`config.mk`:
```
export PLATFORM = sky130hd
export DESIGN_NAME = button_conditioner
export DESIGN_NICKNAME = d
export VERILOG_FILES = /design/src/rtl/dino_pkg.sv /design/src/rtl/button_debounce.sv /design/src/rtl/button_conditioner.sv
export SDC_FILE = /design/constraint.sdc
export NUM_CORES = 1
export LEC_CHECK = 0
export ABC_CLOCK_PERIOD_IN_PS = 3000
export BUFFER_PORTS_ARGS = -buffer_cell sky130_fd_sc_hd__buf_4
export CAP_MARGIN = 20
export CELL_PAD_IN_SITES_DETAIL_PLACEMENT = 0
export CELL_PAD_IN_SITES_GLOBAL_PLACEMENT = 1
export CORE_MARGIN = 5
export CORE_UTILIZATION = 40
export DETAILED_ROUTE_END_ITERATION = 8
export GPL_ROUTABILITY_DRIVEN = 0
export PLACE_DENSITY_LB_ADDON = 0.1
export RECOVER_POWER = 50
export SLEW_MARGIN = 0
export SYNTH_ARGS = -nofsm -noshare
export SYNTH_HDL_FRONTEND = slang
export SYNTH_SLANG_ARGS = --single-unit
```
`constraint.sdc`:
```
create_clock -name clk -period 3 [get_ports clk]
set_input_delay 0 -clock clk [delete_from_list [all_inputs] [get_ports clk]]
set_output_delay 0 -clock clk [all_outputs]
set_load 0.005 [all_outputs]
```
`src/rtl/dino_pkg.sv`:
```
// Shared constants for the dino game input path.
// Provides the default debounce length, the index of each bit of the
// game_tick bus, and the channel index of each push-button.
package dino_pkg;

    // About 1 ms at 50 MHz: longer than contact bounce, shorter than a human tap.
    localparam int DEBOUNCE_CYCLES_DEFAULT = 50000;

    // game_tick bit indices
    localparam int TICK_FRAME = 0;
    localparam int TICK_PHYS  = 1;

    // Button channel indices
    localparam int BTN_UP   = 0;
    localparam int BTN_DOWN = 1;

    // Width of a counter that must hold values 0 .. cycles.
    function automatic int debounce_cnt_width(input int cycles);
        return $clog2(cycles + 1);
    endfunction

endpackage

```
`src/rtl/button_debounce.sv`:
```
// One push-button channel: 2-FF synchroniser followed by a stability-counter
// debouncer.
// Ports:
//   clk    system clock
//   reset  synchronous, active-high reset
//   raw    asynchronous raw button level
//   level  debounced button level (registered)
//   rise   strobe, high during the cycle whose closing edge flips level 0->1
module button_debounce
    import dino_pkg::*;
#(
    parameter int DEBOUNCE_CYCLES = DEBOUNCE_CYCLES_DEFAULT
)
(
    input  logic clk,
    input  logic reset,
    input  logic raw,
    output logic level,
    output logic rise
);

    localparam int              CNT_W    = debounce_cnt_width(DEBOUNCE_CYCLES);
    localparam logic [CNT_W-1:0] CNT_LAST = CNT_W'(DEBOUNCE_CYCLES - 1);
    localparam logic [CNT_W-1:0] CNT_ZERO = {CNT_W{1'b0}};
    localparam logic [CNT_W-1:0] CNT_ONE  = CNT_W'(1);

    logic             sync1_r;
    logic             sync2_r;
    logic             deb_r;
    logic [CNT_W-1:0] cnt_r;
    logic             differ_s;
    logic             mature_s;

    // Decode whether the synchronised input disagrees and whether this edge matures it.
    always_comb begin
        differ_s = sync2_r ^ deb_r;
        mature_s = differ_s & (cnt_r == CNT_LAST);
    end

    // Synchroniser, debounced state and stability counter.
    always_ff @(posedge clk) begin
        if (reset) begin
            sync1_r <= 1'b0;
            sync2_r <= 1'b0;
            deb_r   <= 1'b0;
            cnt_r   <= CNT_ZERO;
        end else begin
            sync1_r <= raw;
            sync2_r <= sync1_r;
            if (!differ_s) begin
                // Input agrees again: any partial progress is a glitch, discard it.
                cnt_r <= CNT_ZERO;
            end else if (mature_s) begin
                deb_r <= sync2_r;
                cnt_r <= CNT_ZERO;
            end else begin
                cnt_r <= cnt_r + CNT_ONE;
            end
        end
    end

    // Drive outputs; rise is combinational so the parent can act on the same edge.
    always_comb begin
        level = deb_r;
        rise  = mature_s & sync2_r;
    end

endmodule

```
`src/rtl/button_conditioner.sv`:
```
// Input stage for player_controller: conditions the two raw push-buttons.
// Each button is synchronised and debounced; the up button additionally has a
// press latch so a tap shorter than a frame is held until the next frame tick.
// Ports:
//   clk             system clock
//   reset           synchronous, active-high reset
//   btn_up_raw      raw up/jump button (asynchronous)
//   btn_down_raw    raw down/duck button (asynchronous)
//   game_tick[1:0]  [0] frame tick (consumer sampling point), [1] physics tick (unused)
//   button_up       debounced up level OR latched pending press
//   button_down     debounced down level
//   up_press_pulse  one-cycle pulse after the debounced up rising edge
module button_conditioner
    import dino_pkg::*;
#(
    parameter int DEBOUNCE_CYCLES = DEBOUNCE_CYCLES_DEFAULT
)
(
    input  logic       clk,
    input  logic       reset,
    input  logic       btn_up_raw,
    input  logic       btn_down_raw,
    input  logic [1:0] game_tick,
    output logic       button_up,
    output logic       button_down,
    output logic       up_press_pulse
);

    logic deb_up_s;
    logic deb_down_s;
    logic up_rise_s;
    logic down_rise_s;
    logic up_pending_r;
    logic up_press_pulse_r;
    logic unused_ok_s;

    button_debounce #(
        .DEBOUNCE_CYCLES (DEBOUNCE_CYCLES)
    ) u_deb_up (
        .clk   (clk),
        .reset (reset),
        .raw   (btn_up_raw),
        .level (deb_up_s),
        .rise  (up_rise_s)
    );

    button_debounce #(
        .DEBOUNCE_CYCLES (DEBOUNCE_CYCLES)
    ) u_deb_down (
        .clk   (clk),
        .reset (reset),
        .raw   (btn_down_raw),
        .level (deb_down_s),
        .rise  (down_rise_s)
    );

    // Press pulse and pending-press latch for the up button.
    always_ff @(posedge clk) begin
        if (reset) begin
            up_press_pulse_r <= 1'b0;
            up_pending_r     <= 1'b0;
        end else begin
            up_press_pulse_r <= up_rise_s;
            // Set wins: a frame tick coinciding with maturity has not seen the press yet.
            if (up_rise_s) begin
                up_pending_r <= 1'b1;
            end else if (game_tick[TICK_FRAME]) begin
                up_pending_r <= 1'b0;
            end else begin
                up_pending_r <= up_pending_r;
            end
        end
    end

    // Output drive; button_up is an OR of two registers so it cannot glitch.
    always_comb begin
        button_up      = deb_up_s | up_pending_r;
        button_down    = deb_down_s;
        up_press_pulse = up_press_pulse_r;
        // Physics tick and the down rise strobe have no consumer in this block.
        unused_ok_s    = game_tick[TICK_PHYS] ^ down_rise_s;
    end

endmodule
```
* Yosys cells after proc, flatten, opt, wreduce, memory -nomap -nowiden
Index checks and enable logic that the tools add are counted.
Storage, ports and cells: register bits after elaboration 40, latch bits 0, RAM bits 0, memory bits (read-only) 0, input port bits 6, memories kept 0
Cells by class: add/subtract/negate cells 2, multiply operators 0, div/mod/pow operators 0, $lt $le $gt $ge 0, eq/ne operators 2, shifts and indexed selects 0, muxes and demuxes 2, bitwise operators 8, reduce and logical (&&, ||, !) cells 5
Operators with widths (number):
- $add 16x1->16 const B | 2
- $eq 16x16->1 const B | 2
- $reduce_or 3->1 | 2
- $reduce_and 2->1 | 2
- $and 1x1->1 | 3
- $mux 1 | 2
- $not 1->1 | 2
- $reduce_bool 2->1 | 1
- $xor 1x1->1 | 2
- $or 1x1->1 | 1

* Longest topological paths before layout
Gate-level depths: netlist of run 1.
depth after elaboration 4, depth in mapped cells 7, mapped depth without buffers 5

* Modules after synthesis
Synthesis of run 1 repeated with hierarchy kept, for this count alone.
Unflattened totals: cell total of the unflattened synthesis 183, area total of the unflattened synthesis 1762.9 um2
Modules (own cells, without submodules):
- button_debounce | times used 2, cells an instance 88, area an instance 847.1 um2, sequential area each 380.4 um2
- button_conditioner | times used 1, cells an instance 7, area an instance 68.8 um2, sequential area each 40.0 um2

* Worst setup path after synthesis of run 1
No wires, ideal clock.
path type register -> register, start point register u_deb_down.cnt_r[11], end point register u_deb_down.cnt_r[10], setup time 0.115 ns, arrival 1.588 ns, required time 2.885 ns, slack 1.297 ns, cell stages (with the launch flop) 7, path buffers 2, cells stage by stage dfxtp_1 or4_1 nor4_2 or3_1 buf_6 buf_12 nor2_1
On the way: longest elaborated chain between the ends 3
Ends and longest elaborated chain:
- start, declared | RTL line button_debounce.sv:30 | logic [CNT_W-1:0] cnt_r;
- start signal, assigned | RTL line button_debounce.sv:57 | cnt_r <= cnt_r + CNT_ONE;
- $eq 16x16->1 | RTL line button_debounce.sv:37 | mature_s = differ_s & (cnt_r == CNT_LAST);
- $and 1x1->1 | RTL line button_debounce.sv:37
- $reduce_or 3->1 (no source line)
Every way passes these cells. A chain may end at the register's enable or synchronous reset.

* Worst setup path after layout of run 1
start point register u_deb_up.cnt_r[0], end point register up_pending_r
On the way: longest elaborated chain between the ends 4, elaborated cells between the ends (all ways) 5
Ends and longest elaborated chain:
- start, declared | RTL line button_debounce.sv:30
- start signal, assigned | RTL line button_debounce.sv:57
- $eq 16x16->1 (*) | RTL line button_debounce.sv:37
- $and 1x1->1 (*) | RTL line button_debounce.sv:37
- $and 1x1->1 (*) | RTL line button_debounce.sv:65 | rise = mature_s & sync2_r;
- $mux 1 / $reduce_bool 2->1 (equally long branches)
- end signal, assigned | RTL line button_conditioner.sv:70 | up_pending_r <= up_pending_r;
- end, declared | RTL line button_conditioner.sv:33 | logic up_pending_r;
Every way passes the cells marked *; elsewhere a longest branch is shown, timed or not.

==> results.py, run 1 <==
metrics = {
    "setup_path": {
        "worst-path-max-fanout": 6,
        "cp-end-kind": "register",
        "rr_endpoint": "up_pending_r",
        "cp.required_ns": 3.23,
        "ff2ff_path_depth": 6,
        "rrSetupSlack_ns": 0.64,
        "path_class": "reg2reg",
        "arrival_ns": 2.59,
        "crit_path_end": "up_pending_r",
        "worstSetupStartpoint": "u_deb_up.cnt_r[0]",
        "critPathLaunchType": "register",
        "rr_startpoint": "u_deb_up.cnt_r[0]",
    },
    "die": {
        "io_pins": 9,
        "initial_core_util": 0.419,
        "coreArea_um2": 4060,
        "floorplan.rows": 23,
        "die_h_um": 75.2,
        "die-width_um": 75.2,
        "dieArea_um2": 5660,
    },
    "route": {
        "drtAntennaViolNets": 0,
        "drt_pass1_iterations": 4,
        "drc": 0,
        "wl_per_cell_um": 11.1,
        "wirelength_um": 2800,
        "vias_per_cell": 5.04,
        "drt_first_iter_violations": 43,
        "vias": 1274,
    },
    "finish": {
        "n_fill_cell": 398,
        "layout-drive-gt1-share": 0.0788,
        "area_delta_synth_final_pct": 14.4,
        "diodes": 0,
        "fin_cells": 253,
        "ff_latch_area_um2": 801,
        "final_common_cell": "dfxtp_1",
        "multiInputGateArea_um2": 828,
        "nets": 210,
        "layout_common_cells": "dfxtp_1, nor2_1, xnor2_1",
        "layout.core_utilization": 0.479,
    },
    "placement": {
        "post-dp-hpwl_um": 2000,
        "dp_cells": 239,
        "post-place-ws_ns": 0.928,
        "port_buffers": 7,
    },
    "clock_tree": {
        "h-tree-depth": 2,
        "insertion_delay_ns": 0.29,
        "clk_pin_slew_ns": 0.07,
        "clock_path_buffers": 2,
        "post-cts-setup-buffers": 0,
        "root_buffer": "clkbuf_8",
        "cts_sinks": 40,
        "cts_made_buffers": 5,
        "cts_tree": "done",
    },
    "sta": {
        "period_share": 0.786,
        "fin_worst_skew_ns": 0.00507,
        "final.setup.worst_slack_ns": 0.641,
        "finalSetupTns_ns": 0,
        "max_slew_margin": 0.650,
        "worst_pin_slew_ns": 0.525,
        "grt_setup_unrepaired": "false",
        "setup_viol": 0,
        "max_freq_ghz": 0.424,
        "drv_slew": 0,
        "period_minus_slack_ns": 2.36,
        "final_hold_viol_count": 0,
    },
    "status": {
        "status": "finished clean",
    },
    "global_route": {
        "grt_use_total": 0.122,
        "top_usage_layer": "met2",
        "gr-usage-met2": 0.210,
        "grt_pass1_vias": 1255,
        "grt_pass1_wl_um": 5320,
        "antenna_found_initial": 0,
        "grt_max_degree": 17,
        "grtUsageMet1": 0.137,
        "gr-total-overflow": 0,
        "grtUsageMet3": 0.0521,
    },
    "logic_synthesis": {
        "synth_cell_type_count": 29,
        "ys_warn_count": 0,
        "syn_inst": 187,
        "synth.avg_cell_area_um2": 9.09,
        "ys_seq_area_frac": 0.471,
        "synth_ff_type": "dfxtp_1",
        "synthesis.area_um2": 1700,
        "syn_nets": 195,
        "ys_async_sr_fraction": 0,
        "synth-edff-count": 0,
        "synth_seq_cells": 40,
    },
    "pwr": {
        "power.density_nw_per_um2": 524,
        "leakagePower_nw": 0.589,
        "worst_ir_drop_vdd_v": 0.000354,
    },
    "worst_hold_path": {
        "hp-class": "reg2reg",
    },
    "job": {
        "max_cap_viol_count": 0,
    },
}
state kept, by name, summed over array words and instances, names as in the netlist:
signal              cells
u_deb_down.cnt_r       16
up_press_pulse          1
u_deb_down.sync1_r      1
u_deb_down.sync2_r      1
up_pending_r            1
u_deb_up.sync1_r        1
u_deb_up.cnt_r         16
u_deb_up.level          1
u_deb_down.level        1
u_deb_up.sync2_r        1
per-layer routing:
metal  vias to the layer above  wire [um]  part of all wire
met1                       594       1250              0.45
li1                        663          -                 -
met3                         5        111             0.040
met4                         0         45             0.016
met2                        12       1390              0.50
met5                         -          0                 0
logic make-up after synthesis:
family                   count (synthesis)  share of synthesized area
AO/OA/AOI/OAI                            3                     0.0103
adder cells (fa/ha/maj)                  2                     0.0147
AND/OR/NAND/NOR                        100                      0.305
buffers and inverters                   11                     0.0383
XOR/XNOR                                29                      0.149
flip-flops                              40                      0.471
multiplexers                             2                     0.0118
synthesized netlist by cell type, types with 2 or more instances:
| library cell | number | area share |
|---|---|---|
| clkbuf_1 | 3 | 0.0066 |
| nor4bb_1 | 2 | 0.012 |
| mux2i_1 | 2 | 0.012 |
| xnor2_1 | 27 | 0.14 |
| nand2_1 | 8 | 0.018 |
| nand4_1 | 10 | 0.037 |
| xor2_1 | 2 | 0.010 |
| ha_1 | 2 | 0.015 |
| nor2_1 | 39 | 0.086 |
| or4_1 | 2 | 0.0088 |
| nor4_1 | 8 | 0.029 |
| or2_2 | 2 | 0.0074 |
| dfxtp_1 | 40 | 0.47 |
| nor2b_1 | 4 | 0.015 |
| and3_1 | 3 | 0.011 |
| nand3_1 | 8 | 0.024 |
| inv_1 | 6 | 0.013 |
| a21oi_1 | 2 | 0.0059 |
| nor3_1 | 7 | 0.021 |
worst min path at each step:
stage | from | endpoint | slack [ns] | depth (start not counted)
2_1_floorplan | btn_down_raw | u_deb_down.sync1_r | 0.13 | 1
3_3_place_gp | btn_down_raw | u_deb_down.sync1_r | 0.21 | 2
4_1_cts | u_deb_up.sync1_r | u_deb_up.sync2_r | 0.45 | 1
5_1_grt | u_deb_up.sync1_r | u_deb_up.sync2_r | 0.46 | 1
6_report | u_deb_up.sync1_r | u_deb_up.sync2_r | 0.44 | 1
3_5_place_dp | btn_up_raw | u_deb_up.sync1_r | 0.22 | 2
cell type report:
type | instances | area share
repair buffers | 13 | 0.0540
multi-input cells | 136 | 0.426
flip-flops and latches | 40 | 0.412
inverters | 6 | 0.0116
clock buffers | 7 | 0.0495
well taps | 50 | 0.0322
clock inverters | 1 | 0.0154
through the flow:
step | instance area (um2) | total power [mW] | hold WS (ns)
after floorplan | 1700 | 0.558 | 0.128
after global routing | 1950 | 1.06 | 0.464
after global placement | 1770 | 0.561 | 0.214
after detailed placement | 1770 | 0.562 | 0.221
final | 1950 | 1.02 | 0.441
after CTS | 1960 | 1.04 | 0.445
worst max-delay path, cell delays in order, from the launching register on:
cell           delay (ns)
dfxtp_1              0.43
ha_1                 0.24
and3_1               0.22
nand4_1              0.19
or3b_2               0.54
a21oi_1              0.13
dlygate4sd3_1        0.55
power by group:
part / total, mW / internal, mW / switching [mW]
clock: 0.466 / 0.293 / 0.173
combinational: 0.0173 / 0.00991 / 0.00741
sequential: 0.536 / 0.534 / 0.00201
total: 1.02 / 0.837 / 0.182
timing repair:
| action | 4_1_cts | 5_1_grt |
|---|---|---|
| setup endpoints to repair | 0 | 0 |
| resized for setup | 0 | 0 |
| hold endpoints to repair | 9 | 0 |
| hold buffers | 6 | 0 |
Note: power is estimated with default switching activity, not from simulation.
==> run 2, diff against run 1 <==
--- a/config.mk
+++ b/config.mk
@@ -5,7 +5,8 @@
 export SDC_FILE = /design/constraint.sdc
 export NUM_CORES = 1
 export LEC_CHECK = 0
-export ABC_CLOCK_PERIOD_IN_PS = 3000
+export ABC_AREA = 1
+export ABC_CLOCK_PERIOD_IN_PS = 2400
 export BUFFER_PORTS_ARGS = -buffer_cell sky130_fd_sc_hd__buf_4
 export CAP_MARGIN = 20
 export CELL_PAD_IN_SITES_DETAIL_PLACEMENT = 0
==> constraint.sdc (replaced) <==
create_clock -name clk -period 2.4 [get_ports clk]
set_input_delay 0 -clock clk [delete_from_list [all_inputs] [get_ports clk]]
set_output_delay 0 -clock clk [all_outputs]
set_load 0.005 [all_outputs]
==> run 2 against run 1 <==
Effect of this change: maximum frequency up 37%; non-clock buffer count unchanged; clock power down 16%; via count up 31%; cell count up 47%; global-route usage up 1.6 points; die area up 16%; sequential share of layout area down 5.0 points; sequential power up 25%; critical path depth unchanged.
==> results.py, run 2 <==
metrics = {
    "route": {
        "vias": 1672,
        "vias_per_cell": 4.51,
        "top_layer": "met4",
        "drt_first_iter_violations": 87,
        "drc": 0,
        "drtAntennaViolNets": 0,
        "wirelength_um": 3850,
        "wl_per_cell_um": 10.4,
        "drt_pass1_iterations": 4,
        "met1_length_um": 2100,
        "wl_met3_um": 97,
        "met2RoutedLength_um": 1600,
    },
    "clock_tree": {
        "clk_pin_slew_ns": 0.07,
        "clock_path_buffers": 2,
        "root_buffer": "clkbuf_8",
        "cts_sinks": 40,
        "h-tree-depth": 2,
        "cts_tree": "done",
        "cts_made_buffers": 5,
        "insertion_delay_ns": 0.28,
    },
    "setup_path": {
        "path_class": "reg2reg",
        "slowest_delay_ns": 0.44,
        "critPathLaunchType": "register",
        "crit_path_cell_trace": "ha_1, nand3_1, nor2_1, nand2_2, nand3_1, a21oi_1",
        "rrSetupSlack_ns": 0.68,
        "ff2ff_path_depth": 6,
        "rr_endpoint": "u_deb_up.cnt_r[8]",
        "crit_top_cell": "nand3_1",
        "rr_startpoint": "u_deb_up.cnt_r[0]",
        "cp-end-kind": "register",
        "worst-path-max-fanout": 16,
        "cp.required_ns": 2.60,
        "arrival_ns": 1.92,
        "critPathSlowestCell": "nand3_1",
    },
    "finish": {
        "nets": 314,
        "layout-drive-gt1-share": 0.102,
        "multiInputGateArea_um2": 1010,
        "layout_common_cells": "nand2_1, nor2_1, dfxtp_1",
        "n_fill_cell": 520,
        "diodes": 0,
        "final_common_cell": "nand2_1",
        "fin_area_um2": 2210,
        "largest_registers": "u_deb_down.cnt_r (16), u_deb_up.cnt_r (16)",
        "ff_latch_area_um2": 801,
        "area_delta_synth_final_pct": 9.94,
    },
    "sta": {
        "drv_slew": 0,
        "fin_worst_skew_ns": 0.00407,
        "finalSetupTns_ns": 0,
        "period_minus_slack_ns": 1.72,
        "period_share": 0.718,
        "max_slew_margin": 0.563,
        "setup_viol": 0,
        "worst_pin_slew_ns": 0.654,
        "max_freq_ghz": 0.580,
        "grt_setup_unrepaired": "false",
        "final_hold_viol_count": 0,
    },
    "logic_synthesis": {
        "ys_warn_count": 0,
        "syn_inst": 288,
        "ys_async_sr_fraction": 0,
        "yosys-top-cells-area": "dfxtp_1, nand2_1, nor2_1",
        "synth_cell_type_count": 23,
        "ys_seq_area_frac": 0.398,
        "synth_top_area_frac": 0.398,
        "yosys.area.top_type": "dfxtp_1",
        "synth_common_cells": "nand2_1, nor2_1, dfxtp_1, inv_1, nand3_1",
        "syn_nets": 296,
        "synthesis.area_um2": 2010,
        "synth_ff_type": "dfxtp_1",
        "synth.avg_cell_area_um2": 6.99,
        "yosysMostFrequentCell": "nand2_1",
        "synth-edff-count": 0,
        "synth_seq_cells": 40,
    },
    "global_route": {
        "grt_pass1_wl_um": 7110,
        "grt_use_total": 0.138,
        "grt_max_degree": 17,
        "grt_pass1_vias": 1563,
        "antenna_found_initial": 0,
        "gr-total-overflow": 0,
    },
    "die": {
        "die_h_um": 81.0,
        "coreArea_um2": 4820,
        "io_pins": 9,
        "initial_core_util": 0.418,
        "die-width_um": 81.0,
        "floorplan.rows": 25,
        "dieArea_um2": 6560,
    },
    "placement": {
        "post-dp-hpwl_um": 2860,
        "port_buffers": 7,
        "dpl_cell_area_um2": 2120,
    },
    "worst_hold_path": {
        "min_delay_path_depth": 2,
        "hold_end": "u_deb_up.sync2_r",
        "hold_start": "u_deb_up.sync1_r",
        "hp-class": "reg2reg",
    },
    "pwr": {
        "leakagePower_nw": 0.772,
        "worst_ir_drop_vdd_v": 0.000299,
        "power.density_nw_per_um2": 492,
    },
    "status": {
        "status": "finished clean",
    },
    "job": {
        "max_cap_viol_count": 0,
    },
}
==> run 2: cell types whose count changed after synthesis, moves of 4 or more <==
cell      before  now
nand2_1        8   65
nor2_2         0   12
xor2_1         2    9
a21oi_1        2   14
nor2_1        39   55
xnor2_1       27    3
nand3b_1       0    4
nor3_1         7    0
nor4_1         8    0
nand3_1        8   18
inv_1          6   38
nor2b_1        4    0
==> run 2: cell type report <==
type	count	area share
inverter	39	0.0661
clock buffer	5	0.0311
tap	67	0.0379
sequential	40	0.362
multi-input combinational	207	0.454
timing repair buffer	13	0.0492
==> run 2: what timing repair did <==
item                                   CTS  global route
endpoints found under the hold margin    5             0
setup buffers                            0             0
resized for setup                        0             0
hold buffers                             6             0
==> run 2: worst max-delay path by stage <==
stage,start,end,cells after the start
2_1_floorplan,u_deb_down.cnt_r[0],u_deb_down.cnt_r[13],7
3_3_place_gp,u_deb_down.cnt_r[0],u_deb_down.cnt_r[14],6
3_5_place_dp,u_deb_down.cnt_r[0],u_deb_down.cnt_r[11],6
4_1_cts,u_deb_down.cnt_r[0],u_deb_down.cnt_r[11],6
5_1_grt,u_deb_up.cnt_r[0],u_deb_up.cnt_r[12],6
6_report,u_deb_up.cnt_r[0],u_deb_up.cnt_r[8],6
==> run 2: report_power, final <==
group	internal, mW	total, mW	leakage [nW]	switching, mW
clock network	0.187	0.390	0.0359	0.202
registers	0.668	0.670	0.323	0.00231
logic	0.0140	0.0290	0.413	0.0150
total	0.869	1.09	0.772	0.220
==> run 2: logic make-up after synthesis <==
| kind of cell | share of synthesized area |
|---|---|
| and+or+nand+nor | 0.407 |
| buffers and inverters | 0.0882 |
| DFF | 0.398 |
| AOI/OAI and AO/OA | 0.0422 |
| xor gates and xnor gates | 0.0522 |
| adders and majority gates | 0.0124 |
==> run 2: per-stage QoR <==
| stage | power [mW] | cells | setup slack [ns] | hold WS (ns) | utilization |
|---|---|---|---|---|---|
| after detailed placement | 0.710 | 360 | 0.934 | 0.209 | 0.440 |
| after global placement | 0.710 | 360 | 0.939 | 0.206 | 0.440 |
| after CTS | 1.12 | 371 | 0.918 | 0.409 | 0.467 |
| after global routing | 1.14 | 371 | 0.420 | 0.435 | 0.460 |
| after floorplan | 0.701 | 288 | 1.09 | 0.0712 | - |
| final | 1.09 | 371 | 0.677 | 0.405 | 0.460 |
==> run 2: routing by layer <==
layer | track usage | vias to the layer above
met5 | 0 | -
met4 | 0.0456 | 0
met3 | 0.0333 | 8
met2 | 0.206 | 14
met1 | 0.195 | 726
li1 | - | 924
==> run 2: critical path: cells and delay by family, from the launching register on <==
kind                       cells  cell delay [ns]
AOI/OAI and AO/OA              1             0.29
adders and majority gates      1             0.22
DFF                            1             0.33
and+or+nand+nor                4             0.81
